===== src/rtl/pipe_ctrl.sv =====
// Pipeline hazard controller: sequences multi-cycle EX ops and derives the
// per-stage hold vector, the flush command and a saturating stall-cycle count.
module pipe_ctrl (
    input  logic        clk,
    input  logic        rst,
    input  logic        stallreq_id,
    input  logic        ex_start,
    input  logic [5:0]  ex_cycles,
    input  logic        flush_req,
    output logic [5:0]  stall,
    output logic        flush,
    output logic        ex_busy,
    output logic        ex_done,
    output logic [15:0] stall_count
);

    typedef enum logic [1:0] {
        ST_IDLE = 2'd0,
        ST_BUSY = 2'd1,
        ST_DONE = 2'd2
    } state_t;

    localparam logic [5:0] STALL_NONE = 6'b000000;
    localparam logic [5:0] STALL_EX   = 6'b001111;
    localparam logic [5:0] STALL_ID   = 6'b000111;

    state_t      state_r;
    logic [5:0]  cnt_r;
    logic        ex_busy_r;
    logic        ex_done_r;
    logic [15:0] stall_count_r;

    logic        ex_hold_s;
    logic        id_hold_s;
    logic [5:0]  stall_s;
    logic        flush_s;
    logic [5:0]  load_cnt_s;

    function automatic logic [15:0] sat_inc(input logic [15:0] value);
        if (value == 16'hFFFF) begin
            return value;
        end else begin
            return value + 16'd1;
        end
    endfunction

    // Hazard decode: flush beats EX hold, EX hold beats the decode-stage hold.
    always_comb begin
        ex_hold_s  = 1'b0;
        id_hold_s  = 1'b0;
        stall_s    = STALL_NONE;
        flush_s    = 1'b0;
        load_cnt_s = (ex_cycles == 6'd0) ? 6'd1 : ex_cycles;
        if (!rst) begin
            stall_s = STALL_NONE;
            flush_s = 1'b0;
        end else begin
            ex_hold_s = ((state_r == ST_IDLE) && ex_start) || (state_r == ST_BUSY);
            id_hold_s = stallreq_id && (state_r != ST_BUSY);
            flush_s   = flush_req;
            if (flush_req) begin
                stall_s = STALL_NONE;
            end else if (ex_hold_s) begin
                stall_s = STALL_EX;
            end else if (id_hold_s) begin
                stall_s = STALL_ID;
            end else begin
                stall_s = STALL_NONE;
            end
        end
    end

    // EX sequencer; busy/done flags are registered alongside the state so
    // they follow it exactly, and a flush abandons any op in flight.
    always_ff @(posedge clk or negedge rst) begin
        if (!rst) begin
            state_r   <= ST_IDLE;
            cnt_r     <= 6'd0;
            ex_busy_r <= 1'b0;
            ex_done_r <= 1'b0;
        end else if (flush_req) begin
            state_r   <= ST_IDLE;
            cnt_r     <= 6'd0;
            ex_busy_r <= 1'b0;
            ex_done_r <= 1'b0;
        end else begin
            case (state_r)
                ST_IDLE: begin
                    if (ex_start) begin
                        state_r   <= ST_BUSY;
                        cnt_r     <= load_cnt_s;
                        ex_busy_r <= 1'b1;
                        ex_done_r <= 1'b0;
                    end else begin
                        state_r   <= ST_IDLE;
                        cnt_r     <= cnt_r;
                        ex_busy_r <= 1'b0;
                        ex_done_r <= 1'b0;
                    end
                end
                ST_BUSY: begin
                    cnt_r <= cnt_r - 6'd1;
                    if (cnt_r <= 6'd1) begin
                        state_r   <= ST_DONE;
                        ex_busy_r <= 1'b0;
                        ex_done_r <= 1'b1;
                    end else begin
                        state_r   <= ST_BUSY;
                        ex_busy_r <= 1'b1;
                        ex_done_r <= 1'b0;
                    end
                end
                ST_DONE: begin
                    state_r   <= ST_IDLE;
                    cnt_r     <= cnt_r;
                    ex_busy_r <= 1'b0;
                    ex_done_r <= 1'b0;
                end
                default: begin
                    state_r   <= ST_IDLE;
                    cnt_r     <= 6'd0;
                    ex_busy_r <= 1'b0;
                    ex_done_r <= 1'b0;
                end
            endcase
        end
    end

    // Count every cycle that holds any stage, pinning at all-ones.
    always_ff @(posedge clk or negedge rst) begin
        if (!rst) begin
            stall_count_r <= 16'd0;
        end else if (stall_s != STALL_NONE) begin
            stall_count_r <= sat_inc(stall_count_r);
        end else begin
            stall_count_r <= stall_count_r;
        end
    end

    assign stall       = stall_s;
    assign flush       = flush_s;
    assign ex_busy     = ex_busy_r;
    assign ex_done     = ex_done_r;
    assign stall_count = stall_count_r;

endmodule


===== config.mk =====
export PLATFORM = sky130hd
export DESIGN_NAME = pipe_ctrl
export DESIGN_NICKNAME = d
export VERILOG_FILES = /design/src/rtl/pipe_ctrl.sv
export SDC_FILE = /design/constraint.sdc
export NUM_CORES = 1
export LEC_CHECK = 0
export ABC_AREA = 0
export CAP_MARGIN = 25
export CORE_MARGIN = 4
export CORE_UTILIZATION = 40
export CTS_BUF_LIST = sky130_fd_sc_hd__clkbuf_4
export CTS_CLUSTER_DIAMETER = 80
export DETAILED_ROUTE_END_ITERATION = 16
export PLACE_DENSITY = 0.69
export SETUP_SLACK_MARGIN = 0.15
export SKIP_LAST_GASP = 1
export SLEW_MARGIN = 20
export SYNTH_ARGS = -nofsm -noshare
export SYNTH_HDL_FRONTEND = slang
export SYNTH_SLANG_ARGS = --single-unit

===== constraint.sdc =====
create_clock -name clk -period 1.6 [get_ports clk]
set_input_delay 0.24 -clock clk [delete_from_list [all_inputs] [get_ports clk]]
set_output_delay 0.24 -clock clk [all_outputs]
set_load 0.01 [all_outputs]

Word level (Yosys, flattened, before mapping)
Cells that the tools add are included.
{"block": "word_totals", "elab_cells": 43, "register_bits": 26, "inputBits": 11, "out_inout_bits": 25}
{"block": "op_classes", "n_eq_ne": 6, "muxes": 20, "add_sub_neg": 2, "n_lt_le_gt_ge": 1, "reduce_logical": 8, "bitwise": 1}
{"op": "$mux W6", "n": 3}
{"op": "$pmux W6 S3", "n": 1}
{"op": "$add A16 B1 Y16 const B", "n": 1}
{"op": "$eq A16 B16 Y1 const B", "n": 1}
{"op": "$mux W4", "n": 3}
{"op": "$mux W1", "n": 8}
{"op": "$le A6 B1 Y1 const B", "n": 1}
{"op": "$logic_not A6 Y1", "n": 1}
{"op": "$reduce_bool A6 Y1", "n": 1}
{"op": "$sub A6 B1 Y6 const B", "n": 1}
{"op": "$mux W2", "n": 2}
{"op": "$pmux W2 S2", "n": 1}
{"op": "$reduce_and A2 Y1", "n": 2}
{"op": "$mux W3", "n": 1}
{"op": "$ne A3 B3 Y1 const B", "n": 1}
{"op": "$eq A2 B1 Y1 const B", "n": 1}
{"op": "$eq A2 B2 Y1 const B", "n": 1}
{"op": "$logic_and A1 B1 Y1", "n": 2}
{"op": "$logic_not A2 Y1", "n": 1}
{"op": "$ne A2 B1 Y1 const B", "n": 1}
{"op": "$ne A2 B2 Y1 const B", "n": 1}
{"op": "$pmux W1 S2", "n": 1}
{"op": "$logic_or A1 B1 Y1", "n": 1}
{"op": "$not A1 Y1", "n": 1}

Logic depth before layout (Yosys ltp)
{"block": "logic_depth", "depth_word": 8, "depth_mapped": 6, "depth_no_buf": 6}

Worst setup path after synthesis
OpenSTA, ideal clock, no wires.
{"block": "synth_timing", "path_kind": "reg-to-reg", "from": "register stall_count_r[0], in the netlist stall_count[0]", "to": "register stall_count_r[1], in the netlist stall_count[1]", "slack_ps": -134, "required_ps": 1475, "arrival_time_ps": 1609, "period_less_slack_ps": 1734, "setup_time_ps": 125, "path_stages_with_launch": 6, "path_buffers": 0, "path_cell_list": "dfrtp_1 -> ha_1 -> nand4_4 -> nor4_4 -> nor2_4 -> mux2_4"}
{"block": "synth_via", "elab_chain_cells": 3, "word_cells_on_any_way": 4, "cone_classes": "add/sub (1); eq/ne (1); bitwise (1); reduce/logical (1)"}
{"element": "from (decl)", "line": "31", "rtl": "logic [15:0] stall_count_r;"}
{"element": "from (signal assigned)", "line": "134", "rtl": "stall_count_r <= sat_inc(stall_count_r);"}
{"element": "from (signal assigned)", "line": "136", "rtl": "stall_count_r <= stall_count_r;"}
{"element": "branches (longest 3 deep; another with $add A16 B1 Y16)"}
Several ways; the timed one is not identified.
A chain may end at the register's enable or synchronous reset.

==> impl_results.md <==
- Max Cap Viol: 0
- TritonCTS Buffers: 3
- Unrepaired setup endpoints after global routing: true
- Avg Inst Size Synth: 10.4 um^2
- Crit path kind: reg -> reg
- Die X: 66.8 um
- Die Ht: 66.8 um
- Layout Area Growth over Synthesis: 53.6%
- Syn Inst Count: 133
- Rows: 21
- Top post-synthesis cells by count: dfrtp_1 (24), nor2_1 (11), xnor2_1 (11), inv_1 (7), nand2_1 (7)
- # diodes: 0
- DRT iter0 DRCs: 68
- Stages on worst setup path: 6
- CTS H-tree depth: 1
- Synth Area in XOR/XNOR: 8.88%
- Leakage: 1.06 nW
- Top-area cell type share of the netlist area: 43.5%
- Sequential fraction of the synthesis area: 43.5%
- CP bufs+invs: 1
- Arr. time, crit path: 1.83 ns
- Core footprint: 0.00334 mm^2
- Net count, final: 218
- Slew Limit Fails: 0
- Tcrit/Tclk final: 101%
- Initial antenna violation count: 0
- Synthesized area: 0.00138 mm^2
- Peak VDD IR: 0.857 mV
- Worst Path Required: 1.81 ns
- Slowest cell on crit path: dfrtp_1
- Fin. Hold Viols: 0
- Compound-cell area share of the yosys netlist: 7.97%
- Worst-case clock skew: 0.00662 ns
- Ranking of synthesized cells by area: dfrtp_1 (43%), xnor2_1 (7.0%), nor4_4 (3.1%), nor2_1 (3.0%), ha_1 (2.7%)
- Root Driver: clkbuf_4
- Largest family of logic cells by synthesized area: simple AND/OR/NAND/NOR gates
- Via density: 4.78
- Initial Utilization: 41.4%
- Fmax: 0.619 GHz
- Failing checks: setup timing
- Die area: 0.00446 mm^2
- CP peak stage delay: 0.40 ns
- Skew-Pair Late Insertion Delay: 0.32 ns
- Final hold slack: 0.0432 ns
- Post-synthesis register bit count: 24
- Post-synthesis mux area share: 4.89%
- Cell depth of the worst flop-to-flop path: 6
- Clk buf depth: 2
- Crit-path cells: o21bai_4 -> a21o_4 -> buf_6 -> nor3_4 -> nand4_1 -> xnor2_1
- Crit path time final: 1.62 ns
- Cell with the most instances after synthesis: dfrtp_1
- Detailed Place HPWL: 2.37 mm
- Worst-path maximum fanout: 6
- Final setup margin: -0.0159 ns
- Clk slew on worst S/H paths: 0.12 ns
- Slew margin rel.: 64.6%
- Number of global-route vias before repair: 1228
- Largest net degree at the start of global routing: 15
- Endpoints failing setup: 3
- IO Pins: 36
- Global route overflow: 0
- Synth async-reset ratio: 100%
- Yosys top cell by area: dfrtp_1
- Yosys warns: 0
- DRC viols: 0
- DR WL/cell: 13.3 um
- Routed Antenna Nets: 0
- PortBufs: 33
- CTS sink count: 24
- CP endpoint kind: register
- Register-to-register setup slack: -0.02 ns
- Power Density: 889 mW/mm^2
- Adder-Cell Fraction of Synth Area: 2.72%
- CTS tree: built
- Fillers: 292
- Finished layout cell area: 0.00212 mm^2
- Tightest Pin Transition: 0.529 ns
- CP Launch Type: register
- Status: complete, but fails checks
- Total Routed Length: 3.31 mm
- PnR Total Power: 1.89 mW
- Simple-Gate Fraction of Synth Area: 26.4%
- Pre-antenna DRT Iters: 4
- GPL Wtd Cong: 0.853
- Overall routing resource usage: 15.9%
- Dominant synthesized flop cell: dfrtp_1
- TNS Setup: -0.0195 ns
- Worst min path class: in -> async
- Core Util, Final: 63.6%
- Layout cells sized above 1: 37.4%
- Synth cell types: 41
- Placed cell area: 0.00193 mm^2
- Crit path max-delay family: simple AND/OR/NAND/NOR gates
- Post-synth EDFFs: 0
- First-pass GRT wire length: 5.38 mm
- DR vias: 1189
-- layout make-up --
type / count / area, um^2 / share of cell area (%)
Clock buffer: 4 / 30.0 / 1.42
Inverter: 7 / 26.3 / 1.24
Multi-Input combinational cell: 96 / 790 / 37.2
Sequential cell: 24 / 608 / 28.7
Tap cell: 46 / 57.6 / 2.71
Timing Repair Buffer: 72 / 611 / 28.8
-- path summary, 6_finish.rpt --
check	endpoint	from
setup / recovery	stall_count[13]	ex_done
hold / removal	stall_count[1]	rst
setup reg to reg	stall_count[13]	ex_done
hold reg to reg	cnt_r[5]	cnt_r[5]
max in group asynchronous	stall_count[9]	rst
min in group clk	cnt_r[5]	cnt_r[5]
-- timing repair --
item                       4_1_cts  5_1_grt
pin swaps                        7        8
buffers inserted                11        4
setup endpoints to repair       38       23
hold endpoints to repair         0       11
hold buffers                     0        1
gates resized for setup         53       10
-- routing by layer --
metal | wire length (um) | GRT usage (%) | vias up
met2 | 1720 | 29.1 | 26
met5 | 0 | 0 | -
met1 | 1410 | 18.9 | 564
li1 | - | - | 595
met4 | 48 | 5.33 | 0
met3 | 127 | 2.02 | 4
-- state kept, by name, summed over array words and instances (netlist names) --
register and count:
cnt_r 6, state_r 1, ex_done 1, stall_count 16
-- cell usage in the layout (no fill, tap or decap), types with 6 or more instances in the layout --
master	instances
nor2_1	9
nand2_1	6
dfrtp_1	18
dfrtp_2	6
nand4_1	6
xnor2_1	10
buf_6	7
clkdlybuf4s50_1	9
inv_1	6
buf_4	33
dlygate4sd2_1	15
-- worst reg2reg max path, stage by stage, from the launching register on --
cell	delay (ns)
dfrtp_1	0.40
o21bai_4	0.18
a21o_4	0.21
buf_6	0.14
nor3_4	0.25
nand4_1	0.16
xnor2_1	0.16
-- through the flow --
step                std cells  setup slack, ns
floorplan                 134           0.0647
global placement          229           -0.454
detailed placement        229           -0.459
CTS                       244          -0.0453
global route              249          -0.0820
finish                    249          -0.0159
-- cells by family (layout without fill, tap and decap cells) --
kind of cell             after synthesis  after routing
AO/OA/AOI/OAI                         16             16
XOR/XNOR                              14             14
multiplexers                           6              6
buffers and inverters                 14             83
AND/OR/NAND/NOR                       55             55
other                                  1              2
adder cells (fa/ha/maj)                3              3
flip-flops                            24             24
-- where the power goes --
group | internal [mW] | switching (mW) | leakage, nW
combinational | 0.444 | 0.335 | 0.732
sequential | 0.709 | 0.110 | 0.312
clock | 0.115 | 0.174 | 0.0184
total | 1.27 | 0.619 | 1.06
(Power assumes the default switching activity.)
